`src/rtl/filter_window_ctrl_if.sv`:
```
// Stream handshake, line-buffer control and result tags shared by
// filter_window_ctrl and whatever drives/consumes it.
interface filter_window_ctrl_if #(
   parameter int FILTER_DIM = 7,
   parameter int MAX_WIDTH  = 2048,
   parameter int CW         = $clog2(MAX_WIDTH),
   parameter int SW         = (FILTER_DIM > 3) ? $clog2(FILTER_DIM - 1) : 1
);
   logic          s_tvalid;
   logic          s_tready;
   logic          s_tuser;
   logic          s_tlast;
   logic          dn_ready;
   logic          lb_we;
   logic [SW-1:0] lb_wsel;
   logic [CW-1:0] lb_addr;
   logic [SW-1:0] lb_rot;
   logic          win_en;
   logic          out_valid;
   logic          out_tuser;
   logic          out_tlast;
   logic [CW:0]   line_width;
   logic          err_sof;
   logic          err_eol_early;
   logic          err_eol_late;
   logic          busy;

   modport master (
      output s_tvalid, s_tuser, s_tlast, dn_ready,
      input  s_tready, lb_we, lb_wsel, lb_addr, lb_rot, win_en,
             out_valid, out_tuser, out_tlast, line_width,
             err_sof, err_eol_early, err_eol_late, busy
   );

   modport slave (
      input  s_tvalid, s_tuser, s_tlast, dn_ready,
      output s_tready, lb_we, lb_wsel, lb_addr, lb_rot, win_en,
             out_valid, out_tuser, out_tlast, line_width,
             err_sof, err_eol_early, err_eol_late, busy
   );
endinterface

```
`src/rtl/filter_window_ctrl.sv`:
```
// Position tracking and line-buffer/window sequencing for the FILTER_DIM x
// FILTER_DIM video filter; measures line width and flags framing errors.
module filter_window_ctrl #(
   parameter int FILTER_DIM = 7,
   parameter int MAX_WIDTH  = 2048,
   parameter int CW         = $clog2(MAX_WIDTH),
   parameter int SW         = (FILTER_DIM > 3) ? $clog2(FILTER_DIM - 1) : 1
) (
   input logic               clk,
   input logic               rst,
   filter_window_ctrl_if.slave io
);
   localparam int RW = $clog2(FILTER_DIM);
   localparam logic [CW:0]   ONE       = (CW+1)'(1);
   localparam logic [CW:0]   DIM_W     = (CW+1)'(FILTER_DIM);
   localparam logic [CW:0]   MAX_W     = (CW+1)'(MAX_WIDTH);
   localparam logic [CW-1:0] COL_MAX   = CW'(MAX_WIDTH - 1);
   localparam logic [CW-1:0] COL_FIRST = CW'(FILTER_DIM - 1);
   localparam logic [RW-1:0] ROW_LAST  = RW'(FILTER_DIM - 1);
   localparam logic [SW-1:0] WSEL_LAST = SW'(FILTER_DIM - 2);

   typedef enum logic [1:0] {WAIT_SOF, FIRST_LINE, RUN} state_t;

   state_t        r_state;
   logic [CW-1:0] r_col;
   logic [RW-1:0] r_row;
   logic [SW-1:0] r_wsel;
   logic [CW:0]   r_width;
   logic          r_first;
   logic          r_out_valid, r_out_tuser, r_out_tlast;
   logic          r_err_sof, r_err_early, r_err_late;

   logic          w_acc, w_we, w_eol, w_res, w_last_col;
   logic [CW:0]   w_col_ext;
   logic [SW-1:0] w_wsel_nx;
   logic [RW-1:0] w_row_nx;

   always_comb begin
      w_acc      = io.s_tvalid && io.dn_ready;
      w_we       = w_acc && ((r_state != WAIT_SOF) || io.s_tuser);
      w_col_ext  = {1'b0, r_col};
      w_last_col = (w_col_ext == r_width - ONE);
      w_wsel_nx  = (r_wsel == WSEL_LAST) ? '0 : r_wsel + SW'(1);
      w_row_nx   = (r_row == ROW_LAST) ? r_row : r_row + RW'(1);
      w_res      = (r_row == ROW_LAST) && (r_col >= COL_FIRST) && !io.s_tuser;
      w_eol      = 1'b0;
      case (r_state)
         FIRST_LINE: w_eol = io.s_tlast || (r_col == COL_MAX);
         RUN:        w_eol = io.s_tlast || w_last_col;
         default:    w_eol = 1'b0;
      endcase
      // tuser restarts the frame, so that beat never closes a line
      if (io.s_tuser) w_eol = 1'b0;
   end

   assign io.s_tready      = io.dn_ready;
   assign io.lb_we         = w_we;
   assign io.win_en        = w_we;
   assign io.lb_addr       = io.s_tuser ? '0 : r_col;
   assign io.lb_wsel       = io.s_tuser ? '0 : r_wsel;
   assign io.lb_rot        = io.s_tuser ? '0 : r_wsel;
   assign io.out_valid     = r_out_valid;
   assign io.out_tuser     = r_out_tuser;
   assign io.out_tlast     = r_out_tlast;
   assign io.line_width    = r_width;
   assign io.err_sof       = r_err_sof;
   assign io.err_eol_early = r_err_early;
   assign io.err_eol_late  = r_err_late;
   assign io.busy          = (r_state != WAIT_SOF);

   always_ff @(posedge clk) begin
      if (!rst) begin
         r_state     <= WAIT_SOF;
         r_col       <= '0;
         r_row       <= '0;
         r_wsel      <= '0;
         r_width     <= '0;
         r_first     <= 1'b0;
         r_out_valid <= 1'b0;
         r_out_tuser <= 1'b0;
         r_out_tlast <= 1'b0;
         r_err_sof   <= 1'b0;
         r_err_early <= 1'b0;
         r_err_late  <= 1'b0;
      end else begin
         r_out_valid <= 1'b0;
         r_out_tuser <= 1'b0;
         r_out_tlast <= 1'b0;
         r_err_sof   <= 1'b0;
         r_err_early <= 1'b0;
         r_err_late  <= 1'b0;
         if (w_acc) begin
            r_out_valid <= w_res;
            r_out_tuser <= w_res && r_first;
            r_out_tlast <= w_res && w_eol;
            if (w_res) r_first <= 1'b0;
            if (io.s_tuser) begin
               r_err_sof <= (r_state != WAIT_SOF) && ((r_col != '0) || (r_row != '0));
               r_state   <= FIRST_LINE;
               r_col     <= CW'(1);
               r_row     <= '0;
               r_wsel    <= '0;
               r_first   <= 1'b1;
            end else begin
               case (r_state)
                  FIRST_LINE: begin
                     if (io.s_tlast) r_width <= w_col_ext + ONE;
                     if (io.s_tlast && (w_col_ext + ONE < DIM_W)) begin
                        r_err_early <= 1'b1;
                        r_state     <= WAIT_SOF;
                        r_col       <= '0;
                        r_row       <= '0;
                        r_wsel      <= '0;
                     end else if (w_eol) begin
                        if (!io.s_tlast) begin
                           r_err_late <= 1'b1;
                           r_width    <= MAX_W;
                        end
                        r_state <= RUN;
                        r_col   <= '0;
                        r_wsel  <= w_wsel_nx;
                        r_row   <= w_row_nx;
                     end else begin
                        r_col <= r_col + CW'(1);
                     end
                  end
                  RUN: begin
                     if (w_eol) begin
                        r_err_early <= io.s_tlast && !w_last_col;
                        r_err_late  <= !io.s_tlast;
                        r_col       <= '0;
                        r_wsel      <= w_wsel_nx;
                        r_row       <= w_row_nx;
                     end else begin
                        r_col <= r_col + CW'(1);
                     end
                  end
                  default: r_state <= WAIT_SOF;
               endcase
            end
         end
      end
   end
endmodule

```
`src/flat_wrapper.sv`:
```
// flat-port wrapper written by rule: the top's interface ports become plain ports
module filter_window_ctrl_flat 
#(
   parameter int FILTER_DIM = 7,
   parameter int MAX_WIDTH  = 2048,
   parameter int CW         = $clog2(MAX_WIDTH),
   parameter int SW         = (FILTER_DIM > 3) ? $clog2(FILTER_DIM - 1) : 1
)
  (clk, rst, io_s_tvalid, io_s_tuser, io_s_tlast, io_dn_ready, io_s_tready, io_lb_we, io_lb_wsel, io_lb_addr, io_lb_rot, io_win_en, io_out_valid, io_out_tuser, io_out_tlast, io_line_width, io_err_sof, io_err_eol_early, io_err_eol_late, io_busy);
  filter_window_ctrl_if #(.FILTER_DIM(FILTER_DIM), .MAX_WIDTH(MAX_WIDTH), .CW(CW), .SW(SW)) io_i ();
  input logic clk;
  input logic rst;
  input wire logic [$bits(io_i.s_tvalid)-1:0] io_s_tvalid;
  input wire logic [$bits(io_i.s_tuser)-1:0] io_s_tuser;
  input wire logic [$bits(io_i.s_tlast)-1:0] io_s_tlast;
  input wire logic [$bits(io_i.dn_ready)-1:0] io_dn_ready;
  output wire logic [$bits(io_i.s_tready)-1:0] io_s_tready;
  output wire logic [$bits(io_i.lb_we)-1:0] io_lb_we;
  output wire logic [$bits(io_i.lb_wsel)-1:0] io_lb_wsel;
  output wire logic [$bits(io_i.lb_addr)-1:0] io_lb_addr;
  output wire logic [$bits(io_i.lb_rot)-1:0] io_lb_rot;
  output wire logic [$bits(io_i.win_en)-1:0] io_win_en;
  output wire logic [$bits(io_i.out_valid)-1:0] io_out_valid;
  output wire logic [$bits(io_i.out_tuser)-1:0] io_out_tuser;
  output wire logic [$bits(io_i.out_tlast)-1:0] io_out_tlast;
  output wire logic [$bits(io_i.line_width)-1:0] io_line_width;
  output wire logic [$bits(io_i.err_sof)-1:0] io_err_sof;
  output wire logic [$bits(io_i.err_eol_early)-1:0] io_err_eol_early;
  output wire logic [$bits(io_i.err_eol_late)-1:0] io_err_eol_late;
  output wire logic [$bits(io_i.busy)-1:0] io_busy;
  assign io_i.s_tvalid = io_s_tvalid;
  assign io_i.s_tuser = io_s_tuser;
  assign io_i.s_tlast = io_s_tlast;
  assign io_i.dn_ready = io_dn_ready;
  assign io_s_tready = io_i.s_tready;
  assign io_lb_we = io_i.lb_we;
  assign io_lb_wsel = io_i.lb_wsel;
  assign io_lb_addr = io_i.lb_addr;
  assign io_lb_rot = io_i.lb_rot;
  assign io_win_en = io_i.win_en;
  assign io_out_valid = io_i.out_valid;
  assign io_out_tuser = io_i.out_tuser;
  assign io_out_tlast = io_i.out_tlast;
  assign io_line_width = io_i.line_width;
  assign io_err_sof = io_i.err_sof;
  assign io_err_eol_early = io_i.err_eol_early;
  assign io_err_eol_late = io_i.err_eol_late;
  assign io_busy = io_i.busy;
  filter_window_ctrl #(.FILTER_DIM(FILTER_DIM), .MAX_WIDTH(MAX_WIDTH), .CW(CW), .SW(SW)) u_core (.clk(clk), .rst(rst), .io(io_i));
endmodule
```
`config.mk`:
```
export PLATFORM = sky130hd
export DESIGN_NAME = filter_window_ctrl_flat
export DESIGN_NICKNAME = d
export VERILOG_FILES = /design/src/rtl/filter_window_ctrl_if.sv /design/src/rtl/filter_window_ctrl.sv /design/src/flat_wrapper.sv
export SDC_FILE = /design/constraint.sdc
export NUM_CORES = 1
export LEC_CHECK = 0
export ABC_AREA = 1
export CAP_MARGIN = 0
export CORE_MARGIN = 2
export CORE_UTILIZATION = 45
export DETAILED_ROUTE_END_ITERATION = 10
export PLACE_DENSITY_LB_ADDON = 0.25
export SLEW_MARGIN = 20
export SYNTH_ARGS = -nofsm -noshare
export SYNTH_HDL_FRONTEND = slang
export SYNTH_SLANG_ARGS = --single-unit
```
`constraint.sdc`:
```
create_clock -name clk -period 4.3 [get_ports clk]
set_input_delay 0.43 -clock clk [delete_from_list [all_inputs] [get_ports clk]]
set_output_delay 0.43 -clock clk [all_outputs]
set_load 0.005 [all_outputs]
```
==> qor.txt, run 1 <==
DIE
----------------------------------------------------------------------------------------
Overall die width .........................................................     81.86 um
Number of top-level pins ..................................................           45
Total number of placement rows ............................................           28
Initial Utilization .......................................................       0.4634
Die Outline Area ..........................................................    6700 um^2
Area of the core ..........................................................    5886 um^2
Die Ht ....................................................................     81.86 um

GLOBAL ROUTING
----------------------------------------------------------------------------------------
Pin count of the biggest net entering global routing ......................           23
All-Layer GR Usage ........................................................       0.2321
Number of antenna violations at the first check in global routing .........            0
Vias in the first global route ............................................         2492
Global-route wire length before repair ....................................     11.97 mm
GRT overflow ..............................................................            0

ROUTE
----------------------------------------------------------------------------------------
Detailed-route wire length ................................................     7.283 mm
Number of vias in the routed layout .......................................         2846
Count of unresolved DRC violations after routing ..........................            0
Wire length per cell after detailed routing ...............................     13.41 um
Number of search-and-repair iterations in the first detailed-routing pass .            5
Antenna viol nets, final ..................................................            0
Number of vias per cell after detailed routing ............................        5.241
Initial detailed-routing violation count ..................................          247

TIMING
----------------------------------------------------------------------------------------
Total setup violations reported at the end of the flow ....................            0
Unrepaired setup endpoints after global routing ...........................        false
Post-route clock period utilization .......................................       0.6483
Final hold violation count ................................................            0
Highest attainable clock frequency ........................................   0.3587 GHz
Post-Route Skew ...........................................................     12.44 ps
Transition time at the pin with the least slew margin .....................     604.7 ps
Normalized max-slew margin ................................................       0.5944
Setup TNS .................................................................         0 ps
Final count of pins violating max slew ....................................            0
Minimum period implied by the final worst setup slack .....................      2788 ps

CELLS AND AREA
----------------------------------------------------------------------------------------
Final standard cell area without fillers ..................................    3283 um^2
Synth-to-Final Area Change ................................................       20.37%
Antenna diodes ............................................................            0
Proportion of layout cells with a drive suffix above 1 ....................      0.08333
Most common library cell in the layout ignoring fill and taps ............. sky130_fd_sc_hd__nand2_1
Leading cell types in the layout, fill and taps excluded .................. sky130_fd_sc_hd__nand2_1 (104), sky130_fd_sc_hd__inv_1 (54), sky130_fd_sc_hd__nor2_1 (54)
Net count of the finished layout ..........................................          483

FLOW RUN
----------------------------------------------------------------------------------------
Max-Cap Viols .............................................................            0

CTS
----------------------------------------------------------------------------------------
Hold Buf Count CTS ........................................................            0
Depth of the CTS H-tree ...................................................            2
Worst-skew pair later-pin latency .........................................       300 ps
Clock transition at the registers of the reported paths ...................        80 ps
Num CTS Buffers ...........................................................            5
Postcts setup bufs ........................................................            0
Post-cts repair resize count ..............................................            0
CTS root buffer ........................................................... sky130_fd_sc_hd__clkbuf_8
Number of sinks on the clock net ..........................................           38
CTS tree ..................................................................          yes
Number of buffers on the longest clock path ...............................            2

SYNTHESIS
----------------------------------------------------------------------------------------
Most used flip-flop cell after synthesis .................................. sky130_fd_sc_hd__dfxtp_1
Sequential share of the synthesized area ..................................       0.2789
Post-synth net total ......................................................          446
Yosys cell types ..........................................................           37
Proportion of synthesized flip-flops having asynchronous set or reset .....            0
Synthesis Warnings ........................................................            0
Register bit count reported by yosys ......................................           38
Number of enable-type register cells in the synthesized netlist ...........            0
Mean post-synth cell area .................................................   6.343 um^2
Mapped cell area ..........................................................    2728 um^2
Cells after Synth .........................................................          430

PLACE
----------------------------------------------------------------------------------------
PortBufs ..................................................................           44
Post-detail-place hpwl ....................................................     5.518 mm
Final weighted congestion in routability-driven placement .................       0.8784
Total placed instance area ................................................    3192 um^2

CRITICAL PATH
----------------------------------------------------------------------------------------
Largest driver fanout on the critical path ................................           22
Worst Setup Start Kind ....................................................   input port
Sort of element at the end of the critical path ...........................    flip-flop
Critical setup path kind .................................................. input port to flip-flop
CP arrival ................................................................      2990 ps
Required time at the worst-slack endpoint .................................      4510 ps

HOLD PATH
----------------------------------------------------------------------------------------
Path category of the worst min-delay check ................................ flip-flop to flip-flop

OUTCOME
----------------------------------------------------------------------------------------
Result of the run ......................................................... complete, no violations

POWER AND IR DROP
----------------------------------------------------------------------------------------
Static power due to leakage ...............................................     1.427 nW
Power density over the cells .............................................. 216.2 nW/um^2
Peak supply drop ..........................................................     111.0 uV

[flip-flops by register name, indices dropped and copies added, names as in the netlist, 2 cells and up]
signal,count
u_core.r_state,2
u_core.r_col,11
u_core.r_row,3
u_core.r_wsel,3
u_core.io.line_width,12
[through the flow]
step           std cells  hold slack [ps]  utilization  worst slack [ps]  power, mW
6_report             543            438.0       0.5578              1512     0.7099
5_1_grt              543            468.5       0.5578              1247     0.7393
4_1_cts              543            442.5       0.5578              1528     0.7132
3_5_place_dp         535            432.5       0.5423              1241     0.4555
3_3_place_gp         535            428.3       0.5423              1322     0.4551
2_1_floorplan        430            416.9            -              2245     0.4264
[final timing paths]
kind / start / to / slack, ps / cells after the start
max: io_s_tuser / u_core.r_col[2] / 1510 / 10
min: u_core.r_first / u_core.io.out_tuser / 440 / 2
max reg2reg: u_core.io.line_width[0] / u_core.io.line_width[3] / 1770 / 15
min reg2reg: u_core.r_first / u_core.io.out_tuser / 440 / 2
[cell type report]
cell class,instances,area [um^2]
well taps,75,93.84
clock buffers,7,86.33
inverters,60,225.2
repair buffers,46,455.4
multi-input cells,316,1657
clock inverters,1,5.005
flip-flops and latches,38,760.7
fillers,586,2603
[synth_stat cells (2+ instances only)]
library cell | count | area share
sky130_fd_sc_hd__inv_2 | 4 | 0.0055
sky130_fd_sc_hd__buf_2 | 2 | 0.0037
sky130_fd_sc_hd__a21oi_1 | 42 | 0.077
sky130_fd_sc_hd__o21ai_0 | 20 | 0.037
sky130_fd_sc_hd__clkinv_1 | 2 | 0.0028
sky130_fd_sc_hd__buf_4 | 6 | 0.017
sky130_fd_sc_hd__xor2_1 | 14 | 0.045
sky130_fd_sc_hd__nand2_4 | 2 | 0.0083
sky130_fd_sc_hd__nand3_1 | 24 | 0.044
sky130_fd_sc_hd__clkbuf_1 | 7 | 0.0096
sky130_fd_sc_hd__nor3_1 | 5 | 0.0092
sky130_fd_sc_hd__inv_1 | 54 | 0.074
sky130_fd_sc_hd__ha_1 | 10 | 0.046
sky130_fd_sc_hd__nand4_1 | 3 | 0.0069
sky130_fd_sc_hd__nand2_1 | 104 | 0.14
sky130_fd_sc_hd__nand2_2 | 6 | 0.014
sky130_fd_sc_hd__a31oi_1 | 2 | 0.0046
sky130_fd_sc_hd__nor2_2 | 5 | 0.011
sky130_fd_sc_hd__nor2_4 | 2 | 0.0083
sky130_fd_sc_hd__nor3_2 | 2 | 0.0073
sky130_fd_sc_hd__o211ai_1 | 2 | 0.0055
sky130_fd_sc_hd__nand3_2 | 5 | 0.018
sky130_fd_sc_hd__a211oi_1 | 3 | 0.0083
sky130_fd_sc_hd__dfxtp_1 | 38 | 0.28
sky130_fd_sc_hd__nor2_1 | 54 | 0.074
[report_power, final]
part           internal [mW]  switching [mW]
Sequential             0.355         0.00450
Clock                  0.130           0.132
Combinational         0.0312          0.0579
[critical path, cell delays in order]
cell and delay, ps:
sky130_fd_sc_hd__clkdlybuf4s50_1 450, sky130_fd_sc_hd__buf_4 290, sky130_fd_sc_hd__inv_1 200, sky130_fd_sc_hd__a21oi_1 300, sky130_fd_sc_hd__clkinv_1 440, sky130_fd_sc_hd__nor2_1 310
sky130_fd_sc_hd__nand2_4 100, sky130_fd_sc_hd__nor2_4 220, sky130_fd_sc_hd__nand3_1 110, sky130_fd_sc_hd__a21oi_1 130
[metal layers]
layer,GRT usage,routed length (um)
met2,0.3480,3191
met5,0,0
met4,0.06167,75
met3,0.05055,470
met1,0.3342,3545
[kinds of logic (layout without fill, tap and decap cells)]
| family | after synthesis | count (layout) | share of synthesized area |
|---|---|---|---|
| simple gates | 218 | 218 | 0.3670 |
| buf+inv | 76 | 114 | 0.1138 |
| compound gates | 72 | 72 | 0.1427 |
| flops | 38 | 38 | 0.2789 |
| xor+xnor | 15 | 15 | 0.04817 |
| fa+ha+maj | 10 | 10 | 0.04587 |
| mux | 1 | 1 | 0.003670 |
Power figures use the tool's default switching activity.
==> run 2, diff against run 1 <==
clock period = 2.4 ns   (was 4.3 ns; I/O delays follow)
==> run 2 against run 1 <==
Effect of this change: count of clock-buffer cells in the layout shrank 1; core utilization grew 3.7 points; highest routed layer unchanged; sequential power grew 78%; die area is the same.
==> qor.txt, run 2 (synthesized netlist as in run 1, its figures left out) <==
OUTCOME
----------------------------------------------------------------------------------------
Result of the run ......................................................... complete, no violations

PLACE
----------------------------------------------------------------------------------------
Placed cell count .........................................................          550   +2.8%
Post-detail-place hpwl ....................................................     5.852 mm   +6.0%
Final weighted congestion in routability-driven placement .................       0.9179   +4.5%
PortBufs ..................................................................           44   unchanged

CELLS AND AREA
----------------------------------------------------------------------------------------
Number of flip-flops in the largest register ..............................           12   unchanged
Non-Filler Instances ......................................................          562   +3.5%
Final standard cell utilization of the core ...............................       0.5950   +0.03720
Most common library cell in the layout ignoring fill and taps ............. sky130_fd_sc_hd__nand2_1
Footprint of the multi-input gates ........................................    1679 um^2   +1.4%
Net count of the finished layout ..........................................          502   +3.9%
Leading cell types in the layout, fill and taps excluded .................. sky130_fd_sc_hd__nand2_1 (104), sky130_fd_sc_hd__inv_1 (54), sky130_fd_sc_hd__nor2_1 (53)
Synth-to-Final Area Change ................................................       28.39%
Proportion of layout cells with a drive suffix above 1 ....................       0.1314   +0.04808
Number of fill cells in the layout ........................................          555   -5.3%
Antenna diodes ............................................................            0   unchanged
Area taken by flip-flops and latches ......................................   763.2 um^2   +0.33%

CTS
----------------------------------------------------------------------------------------
Number of sinks on the clock net ..........................................           38   unchanged
CTS tree ..................................................................          yes
Worst-skew pair later-pin latency .........................................       290 ps   about the same
CTS root buffer ........................................................... sky130_fd_sc_hd__clkbuf_8
Clock transition at the registers of the reported paths ...................        80 ps   about the same
Num CTS Buffers ...........................................................            5   unchanged
Depth of the CTS H-tree ...................................................            2   unchanged
Number of buffers on the longest clock path ...............................            2   unchanged
Hold Buf Count CTS ........................................................            0   unchanged

POWER AND IR DROP
----------------------------------------------------------------------------------------
Static power due to leakage ...............................................     1.542 nW   +8.1%
Peak supply drop ..........................................................     320.0 uV   +190%
Power density over the cells .............................................. 430.7 nW/um^2   +99%

TIMING
----------------------------------------------------------------------------------------
Highest attainable clock frequency ........................................   0.4355 GHz
Transition time at the pin with the least slew margin .....................     483.8 ps   -120.9 ps
Post-route clock period utilization .......................................       0.9568
Final hold violation count ................................................            0   unchanged
Unrepaired setup endpoints after global routing ...........................         true
Minimum period implied by the final worst setup slack .....................      2296 ps
Total setup violations reported at the end of the flow ....................            0   unchanged
Final count of pins violating max slew ....................................            0   unchanged
Normalized max-slew margin ................................................       0.6771   +0.08275
Setup TNS .................................................................         0 ps   unchanged
Post-Route Skew ...........................................................     8.559 ps   -3.879 ps

ROUTE
----------------------------------------------------------------------------------------
Wire length per cell after detailed routing ...............................     14.05 um   +4.7%
Number of vias per cell after detailed routing ............................        5.258   +0.32%
Antenna viol nets, final ..................................................            0   unchanged
Initial detailed-routing violation count ..................................          302   +22%
Number of search-and-repair iterations in the first detailed-routing pass .            5   unchanged
Count of unresolved DRC violations after routing ..........................            0   unchanged
Number of vias in the routed layout .......................................         2955   +3.8%
Detailed-route wire length ................................................     7.894 mm   +8.4%

CRITICAL PATH
----------------------------------------------------------------------------------------
Launching point of the worst reg2reg path ................................. u_core.r_col[0]
Sort of element at the end of the critical path ...........................    flip-flop
Critical setup path kind .................................................. flip-flop to flip-flop
CP arrival ................................................................      2470 ps   -520 ps
Largest driver fanout on the critical path ................................            4   -82%
Worst Setup Start Kind ....................................................    flip-flop
Path depth of the worst reg2reg path ......................................           13   -2
Capture point of the worst reg-to-reg path ................................ u_core.r_col[0]
Required time at the worst-slack endpoint .................................      2570 ps   -1940 ps
R2r setup slk .............................................................       100 ps   -1670 ps

DIE
----------------------------------------------------------------------------------------
Die Outline Area ..........................................................    6700 um^2   unchanged
Area of the core ..........................................................    5886 um^2   unchanged
Overall die width .........................................................     81.86 um   unchanged
Initial Utilization .......................................................       0.4634   unchanged
Total number of placement rows ............................................           28   unchanged
Number of top-level pins ..................................................           45   unchanged
Die Ht ....................................................................     81.86 um   unchanged

GLOBAL ROUTING
----------------------------------------------------------------------------------------
All-Layer GR Usage ........................................................       0.2377   +0.005619
Vias in the first global route ............................................         2475   -0.68%
Pin count of the biggest net entering global routing ......................           21   -8.7%
Global-route wire length before repair ....................................     12.29 mm   +2.6%
Number of antenna violations at the first check in global routing .........            0   unchanged
GRT overflow ..............................................................            0   unchanged

FLOW RUN
----------------------------------------------------------------------------------------
Max-Cap Viols .............................................................            0   unchanged

HOLD PATH
----------------------------------------------------------------------------------------
Hold EP ................................................................... u_core.io.out_tuser
Path category of the worst min-delay check ................................ flip-flop to flip-flop
Hold depth ................................................................            2   unchanged
Worst Hold Launch ......................................................... u_core.r_first

## run 2: cell types whose count changed in the layout (fill, tap and decap cells not counted)
cell / delta
sky130_fd_sc_hd__buf_4: +19
sky130_fd_sc_hd__nor3_1: -1
sky130_fd_sc_hd__clkbuf_1: -1
sky130_fd_sc_hd__nor2_1: -1
sky130_fd_sc_hd__clkinv_2: -1
sky130_fd_sc_hd__nand3_2: -1
sky130_fd_sc_hd__ha_1: -1
sky130_fd_sc_hd__nor2_4: +1
sky130_fd_sc_hd__bufinv_16: +2
sky130_fd_sc_hd__ha_2: +1
sky130_fd_sc_hd__nor3_2: +1
sky130_fd_sc_hd__dfxtp_1: -2
sky130_fd_sc_hd__dfxtp_2: +2
sky130_fd_sc_hd__nand3_4: +1
## run 2: through the flow
| stage | cell area (um^2) | total power, mW | setup WS, ps | hold WS (ps) |
|---|---|---|---|---|
| 2_1_floorplan | 2728 | 0.7640 | 344.9 | 378.3 |
| 3_3_place_gp | 3304 | 0.8238 | 170.5 | 432.5 |
| 3_5_place_dp | 3304 | 0.8244 | 147.1 | 435.5 |
| 4_1_cts | 3447 | 1.506 | 122.5 | 445.4 |
| 5_1_grt | 3502 | 1.559 | -8.903 | 488.6 |
| 6_report | 3502 | 1.508 | 103.7 | 442.0 |
## run 2: cell type report
type	count	share of cell area
tap	75	0.02680
timing repair buffer	65	0.1708
sequential	38	0.2179
clock buffer	6	0.02358
multi-input combinational	316	0.4795
clock inverter	2	0.01715
inverter	60	0.06431
## run 2: routing by layer
layer | GRT usage | vias up | share of wire
met4 | 0.05667 | 0 | 0.0084
met1 | 0.3554 | 1339 | 0.47
met3 | 0.02198 | 8 | 0.074
met2 | 0.3659 | 132 | 0.45
li1 | - | 1476 | -
met5 | 0 | - | 0
## run 2: how the worst max path moves through the flow
stage | endpoint | from | slack [ps]
floorplan | u_core.io.line_width[0] | u_core.io.line_width[0] | 340
global placement | u_core.r_wsel[2] | u_core.r_col[4] | 170
CTS | u_core.r_wsel[2] | u_core.r_col[4] | 120
detailed placement | u_core.io.line_width[2] | u_core.io.line_width[1] | 150
finish | u_core.r_col[0] | u_core.r_col[0] | 100
global route | u_core.r_wsel[2] | u_core.r_col[0] | -9
## run 2: worst max-delay path: stages (launching register included)
cell and delay, ps:
sky130_fd_sc_hd__dfxtp_1 350, sky130_fd_sc_hd__ha_2 200, sky130_fd_sc_hd__nand4_2 140, sky130_fd_sc_hd__nor2_2 170, sky130_fd_sc_hd__nand2_2 110, sky130_fd_sc_hd__nor2_4 110, sky130_fd_sc_hd__nand2_1 70, sky130_fd_sc_hd__nand2_1 100
sky130_fd_sc_hd__nand2_1 100, sky130_fd_sc_hd__nor3_2 250, sky130_fd_sc_hd__nand3_2 150, sky130_fd_sc_hd__buf_4 170, sky130_fd_sc_hd__o211ai_1 180, sky130_fd_sc_hd__a21oi_1 90
## run 2: report_power, final
group / switching [mW] / internal, mW / leakage (nW)
sequential: 0.00610 / 0.636 / 0.308
combinational: 0.111 / 0.0667 / 1.16
clock: 0.245 / 0.444 / 0.0714
## run 2: what timing repair did
item,CTS,global route
gates resized for setup,0,7
endpoints found under the setup margin,0,11
setup buffers,0,4
==> run 3, diff against run 2 <==
HOLD_SLACK_MARGIN = 0.02   (was unset)
==> results of run 3 <==
The final DEF is identical to that of run 2; final timing and power are the same.
